--- src/rtl/fetch_unit_redirect.sv ---
// Sequential instruction fetch with in-order sequence-number tagging, commit-driven
// window release, and redirect that squashes every response still in flight.
module fetch_unit_redirect #(
  parameter logic [31:0] p_rst_addr      = 32'h200,
  parameter int unsigned p_seq_num_bits  = 5,
  parameter int unsigned p_max_in_flight = 4
) (
  input  logic                      clk,
  input  logic                      rst,
  output logic                      mem_req_val,
  input  logic                      mem_req_rdy,
  output logic [31:0]               mem_req_addr,
  input  logic                      mem_resp_val,
  output logic                      mem_resp_rdy,
  input  logic [31:0]               mem_resp_addr,
  input  logic [31:0]               mem_resp_data,
  output logic                      d_val,
  input  logic                      d_rdy,
  output logic [31:0]               d_inst,
  output logic [31:0]               d_pc,
  output logic [p_seq_num_bits-1:0] d_seq_num,
  input  logic                      redirect_val,
  input  logic [31:0]               redirect_target,
  input  logic [p_seq_num_bits-1:0] redirect_seq_num,
  input  logic                      commit_val
);

  localparam int unsigned IfW = $clog2(p_max_in_flight + 1);
  localparam int unsigned SqW = p_seq_num_bits;
  localparam int unsigned LcW = p_seq_num_bits + 1;
  localparam logic [IfW-1:0] MaxIf   = IfW'(p_max_in_flight);
  localparam logic [LcW-1:0] WinSize = LcW'(1) << SqW;

  logic [31:0]    r_curr_addr;
  logic [IfW-1:0] r_in_flight;
  logic [IfW-1:0] r_drop_cnt;
  logic [SqW-1:0] r_alloc_ptr;
  logic [SqW-1:0] r_oldest_ptr;
  logic [LcW-1:0] r_live_cnt;

  logic           w_room;
  logic           w_drop_mode;
  logic           w_req_xfer;
  logic           w_resp_xfer;
  logic           w_d_xfer;
  logic           w_commit;
  logic [IfW-1:0] w_in_flight_nxt;
  logic [SqW-1:0] w_oldest_nxt;
  logic [SqW-1:0] w_redir_live;

  // Response path is purely combinational: memory word goes straight to Decode.
  assign w_room      = r_live_cnt < WinSize;
  assign w_drop_mode = (r_drop_cnt != '0) || redirect_val;

  assign mem_req_val  = !rst && !redirect_val && (r_in_flight < MaxIf);
  assign mem_req_addr = r_curr_addr;
  assign mem_resp_rdy = !rst && (w_drop_mode || (d_rdy && w_room));
  assign d_val        = !rst && !w_drop_mode && mem_resp_val && w_room;
  assign d_inst       = mem_resp_data;
  assign d_pc         = mem_resp_addr;
  assign d_seq_num    = r_alloc_ptr;

  assign w_req_xfer  = mem_req_val && mem_req_rdy;
  assign w_resp_xfer = mem_resp_val && mem_resp_rdy;
  assign w_d_xfer    = d_val && d_rdy;
  assign w_commit    = commit_val && (r_live_cnt != '0);

  assign w_in_flight_nxt = r_in_flight + IfW'(w_req_xfer) - IfW'(w_resp_xfer);
  assign w_oldest_nxt    = r_oldest_ptr + SqW'(w_commit);
  assign w_redir_live    = redirect_seq_num + SqW'(1) - w_oldest_nxt;

  // Redirect overrides address, drop, allocation and occupancy updates.
  always_ff @(posedge clk) begin
    if (rst) begin
      r_curr_addr  <= p_rst_addr;
      r_in_flight  <= '0;
      r_drop_cnt   <= '0;
      r_alloc_ptr  <= '0;
      r_oldest_ptr <= '0;
      r_live_cnt   <= '0;
    end else begin
      r_in_flight  <= w_in_flight_nxt;
      r_oldest_ptr <= w_oldest_nxt;
      if (redirect_val) begin
        r_curr_addr <= redirect_target;
        r_drop_cnt  <= r_in_flight - IfW'(w_resp_xfer);
        r_alloc_ptr <= redirect_seq_num + SqW'(1);
        r_live_cnt  <= {1'b0, w_redir_live};
      end else begin
        if (w_req_xfer) r_curr_addr <= r_curr_addr + 32'd4;
        if (w_resp_xfer && (r_drop_cnt != '0)) r_drop_cnt <= r_drop_cnt - IfW'(1);
        if (w_d_xfer) r_alloc_ptr <= r_alloc_ptr + SqW'(1);
        r_live_cnt <= r_live_cnt + LcW'(w_d_xfer) - LcW'(w_commit);
      end
    end
  end

  a_commit_live: assert property (@(posedge clk) disable iff (rst)
    commit_val |-> (r_live_cnt != '0));

endmodule

--- config.mk ---
export PLATFORM = sky130hd
export DESIGN_NAME = fetch_unit_redirect
export DESIGN_NICKNAME = d
export VERILOG_FILES = /design/src/rtl/fetch_unit_redirect.sv
export SDC_FILE = /design/constraint.sdc
export NUM_CORES = 1
export LEC_CHECK = 0
export BUFFER_PORTS_ARGS = -buffer_cell sky130_fd_sc_hd__buf_4
export CAP_MARGIN = 20
export CORE_MARGIN = 2
export CORE_UTILIZATION = 45
export CTS_BUF_LIST = sky130_fd_sc_hd__clkbuf_8 sky130_fd_sc_hd__clkbuf_16
export DETAILED_ROUTE_END_ITERATION = 8
export PLACE_DENSITY = 0.81
export SETUP_SLACK_MARGIN = 0.05
export SLEW_MARGIN = 40
export SYNTH_ARGS = -nofsm -noshare
export SYNTH_HDL_FRONTEND = slang
export SYNTH_SLANG_ARGS = --single-unit
--- constraint.sdc ---
create_clock -name clk -period 3.45 [get_ports clk]
set_input_delay 0.345 -clock clk [delete_from_list [all_inputs] [get_ports clk]]
set_output_delay 0.345 -clock clk [all_outputs]
set_load 0.02 [all_outputs]
==> impl_summary.log, run 1 <==
[metrics] root buf cell: sky130_fd_sc_hd__clkbuf_8
[metrics] layout cells sized above 1: 0.214
[metrics] remaining design rule violation count: 0
[metrics] least setup slack across all paths after layout: 0.480 ns
[metrics] fin crit share: 0.861
[metrics] setup TNS: 0 ns
[metrics] Worst Path Class, Setup: reg2reg
[metrics] max-cap violation count: 0
[metrics] relative area change from synthesis to final layout: 8.95%
[metrics] number of sinks on the clock net: 54
[metrics] leak pwr: 1.71 nW
[metrics] Crit. Startpoint: r_drop_cnt[0]
[metrics] Clk pin slew, worst setup/hold paths: 0.11 ns
[metrics] number of pins with negative max-slew slack in the final report: 0
[metrics] number of global-route vias before repair: 3078
[metrics] iteration-0 DRC count of the detailed router: 168
[metrics] maximum clock skew at final layout: 0.0140 ns
[metrics] run status: complete, no violations
[metrics] Yosys reg bits: 54
[metrics] layout net count: 609
[metrics] Detailed Place HPWL: 6770 um
[metrics] Most used DFF post-synth: sky130_fd_sc_hd__dfxtp_1
[metrics] Initial Util: 0.460
[metrics] leading cell types by count after synthesis: sky130_fd_sc_hd__buf_4, sky130_fd_sc_hd__dfxtp_1, sky130_fd_sc_hd__nand2_1, sky130_fd_sc_hd__nor2_1, sky130_fd_sc_hd__a21oi_1
[metrics] classification of the worst-slack hold path: in2reg
[metrics] CTS hold repair buffers: 0
[metrics] Placement Rows: 33
[metrics] overall die area: 0.00907 mm2
[metrics] post-synthesis sequential area ratio: 0.289
[metrics] count of different cell masters after synthesis: 42
[metrics] average instance area after synthesis: 8.12 um2
[metrics] async set-reset flop share out of synthesis: 0
[metrics] cell types occupying the most area after synthesis: sky130_fd_sc_hd__dfxtp_1, sky130_fd_sc_hd__buf_4, sky130_fd_sc_hd__ha_1
[metrics] post-cts gate resize count: 0
[metrics] category of the worst setup path capture point: flip-flop
[metrics] first-pass detailed-route iteration total: 4
[metrics] synthesized net count: 595
[metrics] detail-routed net length per standard cell: 15.1 um
[metrics] shortest period the worst path allows: 2.97 ns
[metrics] CP arrival: 3.17 ns
[metrics] maximum root-to-sink buffer count: 2
[metrics] Max Freq: 337 MHz
[metrics] number of warning messages in the yosys log: 0
[metrics] Startpoint Class: flip-flop
[metrics] hold_sp: redirect_target[9]
[metrics] postcts setup bufs: 0
[metrics] placer's final routability congestion estimate: 0.831
[metrics] power per unit of standard cell area: 472 mW/mm2
[metrics] number of levels in the clock H-tree: 2
[metrics] setup repair after global routing missed its margin: false
[metrics] global-route wire length before repair: 13900 um
[metrics] post-placement setup slack: 0.410 ns
[metrics] clock insertion delay at the later pin of the skew report: 0.31 ns
[metrics] overall die height: 95.2 um
[metrics] Remaining Overflow, GRT: 0
[metrics] area of the placeable core: 0.00813 mm2
[metrics] most area-hungry cell type in the Yosys netlist: sky130_fd_sc_hd__dfxtp_1
[metrics] cell area after synthesis: 0.00374 mm2
[metrics] largest net degree at the start of global routing: 55
[metrics] cell with the most instances after synthesis: sky130_fd_sc_hd__buf_4
[metrics] GRT Resource Usage Total: 0.192
[metrics] number of antenna violations at the first check in global routing: 0
[metrics] slew at the pin with the worst max-slew slack: 0.654 ns
[metrics] final routed wirelength across all metal layers: 8780 um
[metrics] number of buffers added by the clock tree synthesis step: 5
[metrics] Worst R2R Start: r_drop_cnt[0]
[metrics] number of instances in the synthesized netlist: 461
[metrics] detailed-route vias per instance: 5.39
[metrics] critical path peak fanout: 5
[metrics] number of port buffers: 83
[metrics] endpoints failing hold: 0
[metrics] number of enable-type register cells in the synthesized netlist: 0
[metrics] CTS tree: built
[metrics] antenna cell count: 0
[metrics] number of top-level design ports: 212
[metrics] detailed-route via count: 3131
[metrics] Rel. slew slack: 0.561
[metrics] maximum vdd drop: 0.000245 V
[metrics] Final Setup Violations: 0
[metrics] Die X: 95.2 um
[metrics] antenna viol nets, final: 0
[metrics] fraction of synthesized cell area taken by the top area cell type: 0.289
[metrics] worst endpoint required time: 3.65 ns
## placed cells by master (no fill, tap or decap), drive strengths merged
cell and count:
o31a 1, and3 6, a211oi 18, o21ai 11
buf 87, o211ai 1, inv 29, xnor2 26
nand4b 1, fa 3, dfxtp 54, mux2i 3
a31oi 1, nor4 8, nor2 35, clkinv 2
nor2b 8, and2 4, or4 1, nor3 9
o21a 1, nand4 14, nor4b 1, a21oi 29
nand2 37, clkbuf 5, nor3b 2, a311oi 3
a21o 2, o311ai 1, nand3 15, and4 5
xor2 19, o22ai 3, nand2b 2, ha 23
o211a 1, a21boi 1, or3 4
## area by class of cell
type                    count  area (um2)
clock inverters             3        17.5
fillers                   775        4050
clock buffers               5        68.8
inverters                  28         105
well taps                 105         131
multi-input cells         299        2020
repair buffers             87         653
flip-flops and latches     54        1080
## kinds of logic (layout without fill, tap and decap cells)
group / after synthesis / in the layout / share of synthesized area
DFF: 54 / 54 / 0.289
AOI/OAI and AO/OA: 73 / 73 / 0.123
muxes: 3 / 3 / 0.00802
adders and majority gates: 26 / 26 / 0.0929
xor gates and xnor gates: 45 / 45 / 0.105
and+or+nand+nor: 152 / 152 / 0.209
buffers and inverters: 108 / 123 / 0.172
## worst paths after layout
| path | endpoint | cells after the start | slack [ns] |
|---|---|---|---|
| worst max register to register | r_live_cnt[4] | 15 | 0.48 |
| worst min register to register | mem_req_addr[1] | 2 | 0.54 |
| worst min-delay path | mem_req_addr[9] | 3 | 0.25 |
| worst max-delay path | r_live_cnt[4] | 15 | 0.48 |
## critical path: stages, from the launching register on
cell,delay [ns]
sky130_fd_sc_hd__dfxtp_1,0.33
sky130_fd_sc_hd__inv_1,0.08
sky130_fd_sc_hd__ha_1,0.19
sky130_fd_sc_hd__nor2b_1,0.18
sky130_fd_sc_hd__and3_1,0.28
sky130_fd_sc_hd__inv_1,0.11
sky130_fd_sc_hd__ha_1,0.27
sky130_fd_sc_hd__inv_1,0.05
sky130_fd_sc_hd__ha_1,0.16
sky130_fd_sc_hd__inv_1,0.06
sky130_fd_sc_hd__fa_1,0.40
sky130_fd_sc_hd__inv_1,0.10
sky130_fd_sc_hd__a21oi_1,0.06
sky130_fd_sc_hd__o21ai_0,0.20
sky130_fd_sc_hd__xnor2_1,0.10
sky130_fd_sc_hd__o311ai_0,0.30
## registers in the layout, indices dropped and copies added (netlist names)
signal        cells
r_in_flight       3
d_seq_num         5
r_oldest_ptr      5
mem_req_addr     32
r_live_cnt        6
r_drop_cnt        3
## where the power goes
group | switching [mW] | internal, mW | total [mW]
sequential | 0.0807 | 0.709 | 0.790
clock | 0.219 | 0.141 | 0.361
combinational | 0.412 | 0.363 | 0.775
total | 0.712 | 1.21 | 1.93
## metal layers
| metal | global-route usage | wire length, um |
|---|---|---|
| met5 | 0 | 0 |
| met4 | 0.109 | 377 |
| met3 | 0.0316 | 538 |
| met2 | 0.339 | 4420 |
| met1 | 0.219 | 3450 |
## through the flow
stage          utilization  power, mW  instances  area [um2]  hold slack, ns
3_3_place_gp         0.490       1.54        573        3990           0.483
6_report             0.502       1.93        581        4080           0.254
2_1_floorplan            -       1.45        461        3740           0.445
4_1_cts              0.501       1.94        581        4080           0.248
3_5_place_dp         0.490       1.58        573        3990           0.502
5_1_grt              0.502       2.06        581        4080           0.255
Power figures use the tool's default switching activity.
==> run 2, diff against run 1 <==
- BUFFER_PORTS_ARGS: -buffer_cell sky130_fd_sc_hd__buf_4 -> -buffer_cell sky130_fd_sc_hd__buf_2
- PLACE_DENSITY: 0.81 -> not set
- PLACE_DENSITY_LB_ADDON: not set -> 0.25
==> run 2 against run 1 <==
Effect of this change: count of clock-buffer cells in the layout unchanged; die area unchanged; core utilization decreased by 2.3 points; clock power increased by 21%; cell count unchanged; first-iteration DRC count decreased by 58%; via count decreased by 1.9%; hold slack got worse by 0.0071 ns; register-to-register slack improved by 0.14 ns; critical path depth decreased by 2; sequential power about the same; non-clock buffer count unchanged; critical path type unchanged.
==> impl_summary.log, run 2 (synthesis gave the netlist of run 1 again) <==
[metrics] final-layout fill cell count: 838
[metrics] number of antenna violations at the first check in global routing: 0
[metrics] antenna viol nets, final: 0
[metrics] placer's final routability congestion estimate: 0.837
[metrics] number of port buffers: 83
[metrics] worst endpoint required time: 3.66 ns
[metrics] detailed-route via count: 3071
[metrics] Max Freq: 354 MHz
[metrics] number of buffers added by the clock tree synthesis step: 5
[metrics] postcts setup bufs: 0
[metrics] endpoints failing hold: 0
[metrics] commonest cells after routing, fill and taps aside: sky130_fd_sc_hd__buf_2, sky130_fd_sc_hd__dfxtp_1, sky130_fd_sc_hd__nand2_1
[metrics] maximum clock skew at final layout: 0.00887 ns
[metrics] setup TNS: 0 ns
[metrics] overall die height: 95.2 um
[metrics] antenna cell count: 0
[metrics] post-cts gate resize count: 0
[metrics] layout cells sized above 1: 0.216
[metrics] power per unit of standard cell area: 501 mW/mm2
[metrics] slew at the pin with the worst max-slew slack: 0.630 ns
[metrics] number of pins with negative max-slew slack in the final report: 0
[metrics] Comb pwr share: 0.373
[metrics] overall die area: 0.00907 mm2
[metrics] number of global-route vias before repair: 2879
[metrics] category of the worst setup path capture point: flip-flop
[metrics] CTS tree: built
[metrics] switching share of total power: 0.358
[metrics] layout net count: 609
[metrics] number of sinks on the clock net: 54
[metrics] Rel. slew slack: 0.577
[metrics] relative area change from synthesis to final layout: 4.01%
[metrics] setup repair after global routing missed its margin: false
[metrics] Worst Path Class, Setup: reg2reg
[metrics] detailed-route vias per instance: 5.29
[metrics] area of the placeable core: 0.00813 mm2
[metrics] Final Setup Violations: 0
[metrics] iteration-0 DRC count of the detailed router: 70
[metrics] Initial Util: 0.460
[metrics] maximum vdd drop: 0.000231 V
[metrics] Placement Rows: 33
[metrics] Startpoint Class: flip-flop
[metrics] share of total power in sequential cells: 0.404
[metrics] Clk pin slew, worst setup/hold paths: 0.10 ns
[metrics] run status: complete, no violations
[metrics] Detailed Place HPWL: 6210 um
[metrics] total instance count after detailed placement: 573
[metrics] root buf cell: sky130_fd_sc_hd__clkbuf_8
[metrics] classification of the worst-slack hold path: in2reg
[metrics] GRT Resource Usage Total: 0.190
[metrics] leak pwr: 1.67 nW
[metrics] shortest period the worst path allows: 2.83 ns
[metrics] fin crit share: 0.819
[metrics] clock share of power: 0.223
[metrics] critical path peak fanout: 5
[metrics] first-pass detailed-route iteration total: 6
[metrics] CTS hold repair buffers: 0
[metrics] detail-routed net length per standard cell: 14.6 um
[metrics] number of top-level design ports: 212
[metrics] leading cell type in the layout, fill and taps excluded: sky130_fd_sc_hd__buf_2
[metrics] final routed wirelength across all metal layers: 8480 um
[metrics] largest net degree at the start of global routing: 55
[metrics] max FFs per register: 32
[metrics] remaining design rule violation count: 0
[metrics] Final Instance Count excl. Fillers: 581
[metrics] maximum root-to-sink buffer count: 2
[metrics] number of levels in the clock H-tree: 2
[metrics] global-route wire length before repair: 13800 um
[metrics] max-cap violation count: 0
[metrics] Remaining Overflow, GRT: 0
[metrics] Die X: 95.2 um
[metrics] Int Power: 1.25 mW
[metrics] Net Switching: 0.699 mW
[metrics] clock insertion delay at the later pin of the skew report: 0.31 ns
[metrics] CP arrival: 3.04 ns
[run 2: worst max-delay path, stage by stage, from the launching register on]
cell and delay (ns):
sky130_fd_sc_hd__dfxtp_1 0.33, sky130_fd_sc_hd__nor4b_1 0.38, sky130_fd_sc_hd__and3_1 0.32, sky130_fd_sc_hd__inv_1 0.11, sky130_fd_sc_hd__ha_1 0.28, sky130_fd_sc_hd__inv_1 0.05
sky130_fd_sc_hd__ha_1 0.15, sky130_fd_sc_hd__inv_1 0.05, sky130_fd_sc_hd__fa_1 0.39, sky130_fd_sc_hd__inv_1 0.07, sky130_fd_sc_hd__a21oi_1 0.05, sky130_fd_sc_hd__o21ai_0 0.21
sky130_fd_sc_hd__xnor2_1 0.09, sky130_fd_sc_hd__o311ai_0 0.25
[run 2: worst paths after layout]
path	startpoint	endpoint	slack (ns)	cells past startpoint
min	redirect_target[9]	mem_req_addr[9]	0.25	3
max reg2reg	r_live_cnt[5]	r_live_cnt[4]	0.62	13
min reg2reg	mem_req_addr[1]	mem_req_addr[1]	0.51	2
max	r_live_cnt[5]	r_live_cnt[4]	0.62	13
[run 2: through the flow]
stage / utilization / area, um2 / total power, mW / hold WS (ns) / worst slack [ns]
final: 0.479 / 3890 / 1.95 / 0.246 / 0.623
after global routing: 0.479 / 3890 / 2.12 / 0.236 / 0.247
after CTS: 0.479 / 3890 / 1.97 / 0.240 / 0.610
after detailed placement: 0.465 / 3790 / 1.53 / 0.493 / 0.501
after global placement: 0.465 / 3780 / 1.51 / 0.476 / 0.530
after floorplan: - / 3740 / 1.45 / 0.445 / 0.857
[run 2: layer usage]
| metal | vias up | track usage | wire [um] |
|---|---|---|---|
| met4 | 0 | 0.0507 | 136 |
| li1 | 1542 | - | - |
| met3 | 22 | 0.0427 | 517 |
| met2 | 88 | 0.314 | 3840 |
| met5 | - | 0 | 0 |
| met1 | 1419 | 0.249 | 3990 |
[run 2: layout make-up]
cell class / count / area (um2) / area share
Tap cell: 105 / 131 / 0.0337
Sequential cell: 54 / 1080 / 0.278
Clock buffer: 5 / 68.8 / 0.0177
Multi-Input combinational cell: 299 / 2020 / 0.519
Timing Repair Buffer: 87 / 445 / 0.114
Clock inverter: 3 / 40.0 / 0.0103
Inverter: 28 / 105 / 0.0270
[run 2: power by group through the flow]
stage,registers (mW),logic [mW],clock network [mW]
after detailed placement,0.801,0.730,0
final,0.788,0.729,0.436
after global routing,0.805,0.845,0.470
after CTS,0.788,0.736,0.447
after global placement,0.800,0.713,0
after floorplan,0.821,0.628,0
==> run 3, diff against run 2 <==
- ABC_AREA: not set -> 1
- CORE_UTILIZATION: 45 -> 42
- clock period: 3.45 -> 2.46 ns (I/O delays scaled with it)
==> run 3 against run 2 <==
Effect of this change: total power is 47% higher; non-clock buffer count is 11 higher; clock power increased by 24%; critical path depth increased by 3; critical endpoint unchanged.
==> impl_summary.log, run 3 <==
[metrics] iteration-0 DRC count of the detailed router: 173
[metrics] remaining design rule violation count: 0
[metrics] Most used DFF post-synth: sky130_fd_sc_hd__dfxtp_1
[metrics] root buf cell: sky130_fd_sc_hd__clkbuf_8
[metrics] number of levels in the clock H-tree: 2
[metrics] worst endpoint required time: 2.67 ns
[metrics] layout cells sized above 1: 0.212
[metrics] slew at the pin with the worst max-slew slack: 0.465 ns
[metrics] number of warning messages in the yosys log: 0
[metrics] post-synthesis sequential area ratio: 0.253
[metrics] final routed wirelength across all metal layers: 11500 um
[metrics] clock insertion delay at the later pin of the skew report: 0.32 ns
[metrics] detailed-route vias per instance: 4.90
[metrics] layout net count: 818
[metrics] Final Instance Count excl. Fillers: 818
[metrics] category of the worst setup path capture point: flip-flop
[metrics] leak pwr: 2.13 nW
[metrics] maximum vdd drop: 0.000305 V
[metrics] Rel. slew slack: 0.689
[metrics] number of sinks on the clock net: 54
[metrics] number of port buffers: 83
[metrics] fin crit share: 0.936
[metrics] most used cell along the critical path: sky130_fd_sc_hd__inv_2
[metrics] Detailed Place HPWL: 8770 um
[metrics] maximum clock skew at final layout: 0.00509 ns
[metrics] detailed-route wire length on metal 1: 5010 um
[metrics] Clk pin slew, worst setup/hold paths: 0.10 ns
[metrics] number of antenna violations at the first check in global routing: 0
[metrics] number of buffers added by the clock tree synthesis step: 5
[metrics] count of different cell masters after synthesis: 36
[metrics] first-pass detailed-route iteration total: 5
[metrics] detail-routed net length per standard cell: 14.0 um
[metrics] antenna viol nets, final: 0
[metrics] leading cell types by count after synthesis: sky130_fd_sc_hd__nand2_1, sky130_fd_sc_hd__inv_1, sky130_fd_sc_hd__buf_4, sky130_fd_sc_hd__nor2_1, sky130_fd_sc_hd__dfxtp_1
[metrics] global-route wire length before repair: 18300 um
[metrics] overall die height: 105 um
[metrics] total power draw: 2.87 mW
[metrics] leading cell type in the layout, fill and taps excluded: sky130_fd_sc_hd__nand2_1
[metrics] number of instances in the synthesized netlist: 657
[metrics] Placement Rows: 36
[metrics] maximum root-to-sink buffer count: 2
[metrics] antenna cell count: 0
[metrics] cell types occupying the most area after synthesis: sky130_fd_sc_hd__dfxtp_1, sky130_fd_sc_hd__nand2_1, sky130_fd_sc_hd__buf_4
[metrics] endpoints failing hold: 0
[metrics] Die X: 105 um
[metrics] area of the placeable core: 0.00982 mm2
[metrics] relative area change from synthesis to final layout: 7.59%
[metrics] GRT Resource Usage Total: 0.205
[metrics] shortest period the worst path allows: 2.30 ns
[metrics] average instance area after synthesis: 6.50 um2
[metrics] number of enable-type register cells in the synthesized netlist: 0
[metrics] power per unit of standard cell area: 625 mW/mm2
[metrics] max FFs per register: 32
[metrics] length of routed met2 wiring: 5550 um
[metrics] least setup slack across all paths after layout: 0.158 ns
[metrics] max-cap violation count: 0
[metrics] overall die area: 0.0110 mm2
[metrics] cell with the most instances after synthesis: sky130_fd_sc_hd__nand2_1
[metrics] Startpoint Class: flip-flop
[metrics] top sig layer: met4
[metrics] setup TNS: 0 ns
[metrics] CP arrival: 2.51 ns
[metrics] classification of the worst-slack hold path: in2reg
[metrics] run status: complete, no violations
[metrics] total instance count after detailed placement: 803
[metrics] placer's final routability congestion estimate: 0.891
[metrics] Yosys reg bits: 54
[metrics] Remaining Overflow, GRT: 0
[metrics] fraction of synthesized cell area taken by the top area cell type: 0.253
[metrics] Worst Path Class, Setup: reg2reg
[metrics] biggest cell delay along the critical path: 0.35 ns
[metrics] setup repair after global routing missed its margin: false
[metrics] detailed-route via count: 4007
[metrics] commonest cells after routing, fill and taps aside: sky130_fd_sc_hd__nand2_1, sky130_fd_sc_hd__inv_1, sky130_fd_sc_hd__buf_2
[metrics] number of pins with negative max-slew slack in the final report: 0
[metrics] Initial Util: 0.435
[metrics] Max Freq: 434 MHz
[metrics] cell area after synthesis: 0.00427 mm2
[metrics] CTS hold repair buffers: 0
[metrics] Final Setup Violations: 0
[metrics] largest net degree at the start of global routing: 40
[metrics] post-placement setup slack: 0.00310 ns
[metrics] number of top-level design ports: 212
[metrics] worst path cell trace: inv_2 > ha_4 > nand2_4 > nor2_4 > nand4_1 > ha_1 > inv_1 > ha_2 > inv_2 > fa_2 > inv_2 > nand3_2 > nand2_1 > a21oi_1 > o21ai_1 > a21oi_1
[metrics] Critical-path top delay cell: sky130_fd_sc_hd__fa_2
[metrics] number of global-route vias before repair: 3764
[metrics] synthesized net count: 791
[metrics] Routed met3 length: 681 um
[metrics] most area-hungry cell type in the Yosys netlist: sky130_fd_sc_hd__dfxtp_1
[metrics] CTS tree: built
[metrics] async set-reset flop share out of synthesis: 0
[metrics] critical path peak fanout: 3
run 3: cell count changes in the layout (fill, tap and decap cells not counted), moves of 11 or more:
| cell | change |
|---|---|
| sky130_fd_sc_hd__nand2_1 | +127 |
| sky130_fd_sc_hd__o21ai_0 | +14 |
| sky130_fd_sc_hd__buf_4 | +11 |
| sky130_fd_sc_hd__inv_1 | +59 |
| sky130_fd_sc_hd__nor2_1 | +26 |
| sky130_fd_sc_hd__nand3_1 | +26 |
| sky130_fd_sc_hd__xnor2_1 | -22 |
| sky130_fd_sc_hd__a211oi_1 | -15 |
| sky130_fd_sc_hd__o21ai_1 | +12 |
run 3: kinds of logic (layout without fill, tap and decap cells):
family          count (synthesis)  in the layout  synth area share
compound gates                 92             92             0.116
xor+xnor                       18             18            0.0369
fa+ha+maj                      26             26            0.0815
buf+inv                       170            198             0.213
flops                          54             54             0.253
simple gates                  297            297             0.300
run 3: layout make-up:
cell class                 instances  area, um2
timing repair buffer              98        528
tap                              133        166
fill                            1053       5230
clock inverter                     2       8.76
clock buffer                       6       82.6
sequential                        54       1090
inverter                          92        347
multi-input combinational        433       2370
run 3: what timing repair did:
action / CTS / global route
setup endpoints to repair: 3 / 3
buffers inserted: 1 / 6
pin swaps: 2 / 10
resized for setup: 3 / 25
gates cloned: 0 / 0
run 3: worst max-delay path, delay by kind of cell, from the launching register on:
kind | cells | cell delay (ns)
adder cells (fa/ha/maj) | 4 | 0.97
AND/OR/NAND/NOR | 5 | 0.40
flip-flops | 1 | 0.33
buffers and inverters | 4 | 0.24
AO/OA/AOI/OAI | 3 | 0.23
run 3: power breakdown:
group | internal (mW) | leakage, nW | switching, mW
registers | 0.994 | 0.447 | 0.112
logic | 0.517 | 1.63 | 0.709
clock network | 0.224 | 0.0524 | 0.315
run 3: stage by stage:
| stage | area [um2] | utilization | hold slack (ns) |
|---|---|---|---|
| after global placement | 4350 | 0.443 | 0.458 |
| after CTS | 4460 | 0.454 | 0.120 |
| after global routing | 4590 | 0.468 | 0.133 |
| after floorplan | 4270 | - | 0.356 |
| after detailed placement | 4350 | 0.443 | 0.461 |
| final | 4590 | 0.468 | 0.134 |
run 3: final timing paths:
path / depth (start not counted) / slack [ns] / end / startpoint
worst max register to register: 16 / 0.16 / r_live_cnt[4] / r_drop_cnt[1]
worst min register to register: 1 / 0.50 / mem_req_addr[0] / mem_req_addr[0]
worst max-delay path: 16 / 0.16 / r_live_cnt[4] / r_drop_cnt[1]
worst min-delay path: 2 / 0.13 / mem_req_addr[0] / redirect_target[0]
run 3: routing by layer:
layer,vias up,track usage
li1,2061,-
met1,1794,0.257
met2,124,0.350
met3,28,0.0387
met4,0,0.0695
met5,-,0
